<file path="src/rtl/nes_joypad_port_if.sv">
// CPU bus bundle for the joypad register: the CPU drives address/control/write
// data, and the port returns registered read data with a one-cycle valid pulse.
interface nes_joypad_port_if;
  logic        cpu_cycle_en;
  logic [15:0] cpu_addr;
  logic        cpu_rw_n;
  logic [7:0]  cpu_dout;
  logic [7:0]  data_out;
  logic        data_oe;

  // CPU side of the bus
  modport master (
    output cpu_cycle_en, cpu_addr, cpu_rw_n, cpu_dout,
    input  data_out, data_oe
  );

  // Joypad port side of the bus
  modport slave (
    input  cpu_cycle_en, cpu_addr, cpu_rw_n, cpu_dout,
    output data_out, data_oe
  );
endinterface

</file>
<file path="src/rtl/nes_joypad_port.sv">
// NES player-1 controller register driven from a USB HID keycode.
// A strobe write latches the mapped buttons; each read shifts one button out
// on bit 0 (A first), with 1s shifted in behind so reads past eight return 1.
module nes_joypad_port #(
  parameter logic [15:0] PORT_ADDR = 16'h4016,
  parameter logic [7:0]  OPEN_BUS  = 8'h40
) (
  input  logic              Clk,
  input  logic              Reset_n,
  input  logic [7:0]        keycode,
  nes_joypad_port_if.slave  bus,
  output logic [7:0]        buttons_debug,
  output logic [3:0]        read_count
);

  localparam logic [15:0] PORT_ADDR_P1 = PORT_ADDR + 16'd1;

  logic [7:0] buttons;
  logic       strobe;
  logic [7:0] shreg;
  logic       write_hit;
  logic       read_hit;
  logic       read_hit_p1;
  logic       unused_dout_bits;

  // Only bit 0 of a strobe write carries meaning.
  assign unused_dout_bits = ^bus.cpu_dout[7:1];

  assign write_hit   = bus.cpu_cycle_en & ~bus.cpu_rw_n & (bus.cpu_addr == PORT_ADDR);
  assign read_hit    = bus.cpu_cycle_en &  bus.cpu_rw_n & (bus.cpu_addr == PORT_ADDR);
  assign read_hit_p1 = bus.cpu_cycle_en &  bus.cpu_rw_n & (bus.cpu_addr == PORT_ADDR_P1);

  // Keycode to button vector {Right,Left,Down,Up,Start,Select,B,A}.
  always_comb begin
    buttons = 8'h00;
    case (keycode)
      8'h0D:   buttons = 8'b0000_0001; // A
      8'h0E:   buttons = 8'b0000_0010; // B
      8'h2C:   buttons = 8'b0000_0100; // Select
      8'h28:   buttons = 8'b0000_1000; // Start
      8'h1A:   buttons = 8'b0001_0000; // Up
      8'h16:   buttons = 8'b0010_0000; // Down
      8'h04:   buttons = 8'b0100_0000; // Left
      8'h07:   buttons = 8'b1000_0000; // Right
      default: buttons = 8'h00;
    endcase
  end

  assign buttons_debug = buttons;

  // Strobe, shift register and read counter. While strobe is high the register
  // tracks the live buttons every cycle, so the cycle of the 1->0 write also
  // captures the buttons seen in that cycle.
  always_ff @(posedge Clk or negedge Reset_n) begin
    if (!Reset_n) begin
      strobe     <= 1'b0;
      shreg      <= 8'h00;
      read_count <= 4'd0;
    end else begin
      if (strobe) begin
        shreg      <= buttons;
        read_count <= 4'd0;
      end else if (read_hit) begin
        shreg      <= {1'b1, shreg[7:1]};
        read_count <= (read_count == 4'd8) ? 4'd8 : read_count + 4'd1;
      end
      if (write_hit) begin
        strobe <= bus.cpu_dout[0];
      end
    end
  end

  // Registered read data with a single-cycle valid pulse; data holds between reads.
  always_ff @(posedge Clk or negedge Reset_n) begin
    if (!Reset_n) begin
      bus.data_out <= 8'h00;
      bus.data_oe  <= 1'b0;
    end else begin
      bus.data_oe <= read_hit | read_hit_p1;
      if (read_hit) begin
        bus.data_out <= {OPEN_BUS[7:1], (strobe ? buttons[0] : shreg[0])};
      end else if (read_hit_p1) begin
        bus.data_out <= {OPEN_BUS[7:1], 1'b0};
      end
    end
  end

endmodule

</file>
<file path="src/flat_wrapper.sv">
// flat-port wrapper written by rule: the top's interface ports become plain ports
module nes_joypad_port_flat 
#(
  parameter logic [15:0] PORT_ADDR = 16'h4016,
  parameter logic [7:0]  OPEN_BUS  = 8'h40
)
  (Clk, Reset_n, keycode, buttons_debug, read_count, bus_cpu_cycle_en, bus_cpu_addr, bus_cpu_rw_n, bus_cpu_dout, bus_data_out, bus_data_oe);
  nes_joypad_port_if bus_i ();
  input  logic Clk;
  input  logic Reset_n;
  input  logic [7:0] keycode;
  output logic [7:0] buttons_debug;
  output logic [3:0] read_count;
  input wire logic [$bits(bus_i.cpu_cycle_en)-1:0] bus_cpu_cycle_en;
  input wire logic [$bits(bus_i.cpu_addr)-1:0] bus_cpu_addr;
  input wire logic [$bits(bus_i.cpu_rw_n)-1:0] bus_cpu_rw_n;
  input wire logic [$bits(bus_i.cpu_dout)-1:0] bus_cpu_dout;
  output wire logic [$bits(bus_i.data_out)-1:0] bus_data_out;
  output wire logic [$bits(bus_i.data_oe)-1:0] bus_data_oe;
  assign bus_i.cpu_cycle_en = bus_cpu_cycle_en;
  assign bus_i.cpu_addr = bus_cpu_addr;
  assign bus_i.cpu_rw_n = bus_cpu_rw_n;
  assign bus_i.cpu_dout = bus_cpu_dout;
  assign bus_data_out = bus_i.data_out;
  assign bus_data_oe = bus_i.data_oe;
  nes_joypad_port #(.PORT_ADDR(PORT_ADDR), .OPEN_BUS(OPEN_BUS)) u_core (.Clk(Clk), .Reset_n(Reset_n), .keycode(keycode), .bus(bus_i), .buttons_debug(buttons_debug), .read_count(read_count));
endmodule
</file>
<file path="config.mk">
export PLATFORM = sky130hd
export DESIGN_NAME = nes_joypad_port_flat
export DESIGN_NICKNAME = d
export VERILOG_FILES = /design/src/rtl/nes_joypad_port_if.sv /design/src/rtl/nes_joypad_port.sv /design/src/flat_wrapper.sv
export SDC_FILE = /design/constraint.sdc
export NUM_CORES = 1
export LEC_CHECK = 0
export ABC_AREA = 1
export CORE_UTILIZATION = 37
export DETAILED_ROUTE_END_ITERATION = 10
export GPL_TIMING_DRIVEN = 0
export PLACE_DENSITY = 0.87
export SKIP_LAST_GASP = 1
export SLEW_MARGIN = 20
export SYNTH_ARGS = -nofsm -noshare
export SYNTH_HDL_FRONTEND = slang
export SYNTH_SLANG_ARGS = --single-unit
</file>
<file path="constraint.sdc">
create_clock -name Clk -period 1.25 [get_ports Clk]
set_input_delay 0.25 -clock Clk [delete_from_list [all_inputs] [get_ports Clk]]
set_output_delay 0.25 -clock Clk [all_outputs]
set_load 0.05 [all_outputs]
</file>
# Word-level counts from Yosys, hierarchy flattened
# Index checks and enable logic that the tools add are counted.
totals:
  word_cells: 35
  regBits: 22
  in_bits: 36
  out_inout_bits: 21
op_classes:
  reduce_logical: 2
  eq_ne: 11
  n_addsub: 1
  bitwise_logic: 7
  muxes: 9
op_table:
  columns: ["cell", "n"]
  rows:
  - ["8-bit case mux with 8 select lines", 1]
  - ["16-bit by 15-bit == test with 1-bit output (second input constant)", 2]
  - ["8-bit 2-to-1 mux", 4]
  - ["8-bit by 3-bit == test with 1-bit output (second input constant)", 2]
  - ["8-bit by 4-bit == test with 1-bit output (second input constant)", 2]
  - ["8-bit by 5-bit == test with 1-bit output (second input constant)", 2]
  - ["8-bit by 6-bit == test with 1-bit output (second input constant)", 2]
  - ["4-bit 2-to-1 mux", 3]
  - ["1-bit AND", 5]
  - ["4-bit by 1-bit adder with 4-bit output (second input constant)", 1]
  - ["4-bit == test (second input constant)", 1]
  - ["2-bit nonzero test", 2]
  - ["1-bit 2-to-1 mux", 1]
  - ["1-bit NOT", 1]
  - ["1-bit OR", 1]

# Depth between registers and ports, before layout
depth:
  ltp_word: 4
  ltp_mapped: 9
  depth_no_buf: 9

# Worst setup path after synthesis
# Ideal clock, no wire load.
synth_path:
  path_type: "input port to output port"
  from: "input port keycode[6]"
  to: "output port buttons_debug[0]"
  t_arrival_ps: 2135
  setup_slack_ps: -1135
  cell_stages: 5
  required_time_ps: 1000
  n_path_buf: 0
  path_cell_list: "inv_1 -> nand2_1 -> nor2_1 -> inv_1 -> nor4_1"
synth_via:
  elab_chain_len: 2
  word_cells_on_any_way: 9
  classes_between: "eq/ne: 8; mux: 1"
synth_rtl:
  columns: ["item", "line_no", "source"]
  rows:
  - ["start, declared", "flat_wrapper.sv:11", "input logic [7:0] keycode;"]
  - ["8-bit by 3-bit == test with 1-bit output, or another cell as far along", "nes_joypad_port.sv:36", "case (keycode)"]
  - ["8-bit case mux with 8 select lines (*)", "nes_joypad_port.sv:36", null]
  - ["end, declared", "flat_wrapper.sv:12", "output logic [7:0] buttons_debug;"]
# Mark *: on every way between the ends. The rest lies on a longest branch, timed or not.

# Final worst setup path
layout_path:
  from: "input port keycode[6]"
  to: "output port buttons_debug[7]"
# The elaborated chain is that of the path after synthesis.

==> metrics.cfg <==
[clocking]
path_clk_slew_ns=0.09
numCtsBuffers=3
clockBufferDepth=2
htree_levels=1
root_buffer=clkbuf_4
clk_latency_ns=0.28
cts_sinks=16
cts_tree=done

[synth]
synth_edf_count=0
synth_cell_types=19
syn-cell-area_um2=1180
synth_top_family_by_area=simple AND/OR/NAND/NOR gates
synth-xor-area-share_pct=0.740
syn_inst=190
ys.flop_type=dfrtp_1
async_flop_share_pct=100
synth_compound_area_share_pct=0.634
synthMuxAreaShare_pct=0
synthAdderAreaFrac_pct=2.11
ys_warn_count=0
ys_ff_latch=16
avgSynthCellArea_um2=6.23
yosysSeqAreaShare_pct=33.8
synth-simple-area-share_pct=48.7

[floorplan]
rows=20
dieArea_um2=3430
pin_count=57
start_util_pct=38.8
core_area_um2=3050
die_y_um=58.6
die_width_um=58.6

[worst_hold_path]
worstHoldPathType=in2async

[timing]
worstMarginPinSlew_ns=0.694
setup_violations=8
period_share_pct=109
rsz0062_at_grt=true
slew_violations=0
fin_crit_ns=1.37
finClkSkew_ns=0.00573
fmax_ghz=0.732
final.hold.worst_slack_ns=0.383
setup_slack_ns=-0.115
hold_violations=0
slew_headroom_pct=53.6

[layout]
final_common_cell=nand2_1
drive_gt1_share_pct=37.7
nets=292
num_antenna_cells=0
fillCellCount=239
final_area_um2=2050
multi_input_area_um2=851
syn_to_final_growth_pct=73.0
layout_common_cells=53 x nand2_1, 24 x nor2_1, 24 x nand3_1, 18 x buf_4, 17 x buf_6
stdcell_count=296
regArea_um2=404

[critical_path]
endpoint_kind=output port
path_class=in2out
cp_max_fo=3
crit_path_start_kind=input pin
critical_path_required_ns=1.00
reg2reg_slack_ns=0.08
critPathArrivalTime_ns=1.12

[grt]
grt.total_usage_pct=20.5
antenna_found_initial=0
grt.overflow.total=0
grt_pass1_wl_um=5410
grt_pass1_vias=1301
grt_max_degree=17

[routing]
drtIter0Drc=44
wl_um=3500
dr.pass1.iters=4
ant_nets=0
drcViolationCount=0
avgViaCountPerCell=4.83
avgRoutedWirePerCell_um=11.8
vias=1430

[placed_design]
hpwlAfterDp_um=2210
post-place-cells=282
place_area_um2=1840
numPortBuffers=43
gp_congestion=0.763

[power]
p_leak_uw=0.00112
powerDensity_nw_per_um2=520
vdd_drop_max_v=0.000566

[outcome]
outcome=finished, violations left
violations=negative setup slack

[job]
cap_violations=0

## sequential cells by signal, indices dropped and copies added, names as in the netlist
name / flops
u_core.read_count: 4
u_core.bus.data_oe: 1
u_core.strobe: 1
u_core.shreg: 8
u_core.bus.data_out: 2
## report_power, final
group          total, uW  switching (uW)  internal [uW]  leakage [uW]
registers            519           0.981            518      0.000177
clock network        255             143            112     0.0000138
logic                290             171            120      0.000932
## stage by stage
step                setup slack, ns  total power (uW)  setup TNS (ns)  utilization, %
floorplan                    -0.225               667          -0.656               -
global placement              -1.38               788          -16.37            60.2
detailed placement            -1.40               793          -16.92            60.2
CTS                          -0.117              1070          -0.564            64.9
global route                 -0.155              1110          -0.850            67.1
finish                       -0.115              1060          -0.534            67.1
## Yosys cell counts (all sizes together), types with 2 or more instances
library cell,instances,area (um2)
nand3b,2,15.0
nand3,27,140
buf,11,78.8
nor3,8,40.0
inv,22,82.6
nor2,32,123
dfrtp,16,400
ha,2,25.0
nand2,65,246
## cell families after synthesis
kind of cell | after synthesis
AOI/OAI and AO/OA | 1
other | 1
buffers and inverters | 33
xor gates and xnor gates | 1
DFF | 16
and+or+nand+nor | 136
adders and majority gates | 2
## repair_timing
| item | in CTS | in global routing |
|---|---|---|
| pin swaps | 18 | 14 |
| hold buffers | 0 | 0 |
| gates resized for setup | 155 | 35 |
| buffers inserted | 9 | 0 |
| endpoints found under the setup margin | 28 | 25 |
| cloned | 2 | 0 |
## area by class of cell
cell class              instances  area share [%]
repair buffers                 54            25.2
inverters                      22            5.50
flip-flops and latches         16            19.7
multi-input cells             146            41.5
well taps                      44            2.69
clock buffers                   3            1.10
plain buffers                  11            4.28
## layer usage
metal / vias up / routed length, um / track usage (%) / part of all wire, %
met5: - / 0 / 0 / 0
met4: 0 / 15 / 5.44 / 0.43
met3: 2 / 169 / 5.05 / 4.8
met2: 51 / 2020 / 39.1 / 58
met1: 675 / 1300 / 22.5 / 37
li1: 702 / - / - / -
## critical path, cell delays in order
cell and delay, ns:
buf_6 0.09, inv_4 0.04, nand2_4 0.07, nor2_4 0.15, inv_4 0.05, buf_6 0.12, nor3_4 0.16, buf_6 0.18
## final timing paths
| path | from | cells past startpoint | to |
|---|---|---|---|
| max in group asynchronous | Reset_n | 1 | u_core.read_count[1]$_DFFE_PN0P_ |
| min | Reset_n | 1 | u_core.shreg[3]$_DFFE_PN0P_ |
| max | keycode[6] | 8 | buttons_debug[7] |
| min in group Clk | keycode[5] | 6 | u_core.shreg[4]$_DFFE_PN0P_ |
| min reg2reg | u_core.bus.data_out[6]$_DFFE_PN0P_ | 1 | u_core.bus.data_out[6]$_DFFE_PN0P_ |
| max reg2reg | u_core.strobe$_DFFE_PN0P_ | 5 | u_core.shreg[5]$_DFFE_PN0P_ |
Power figures use the tool's default switching activity.
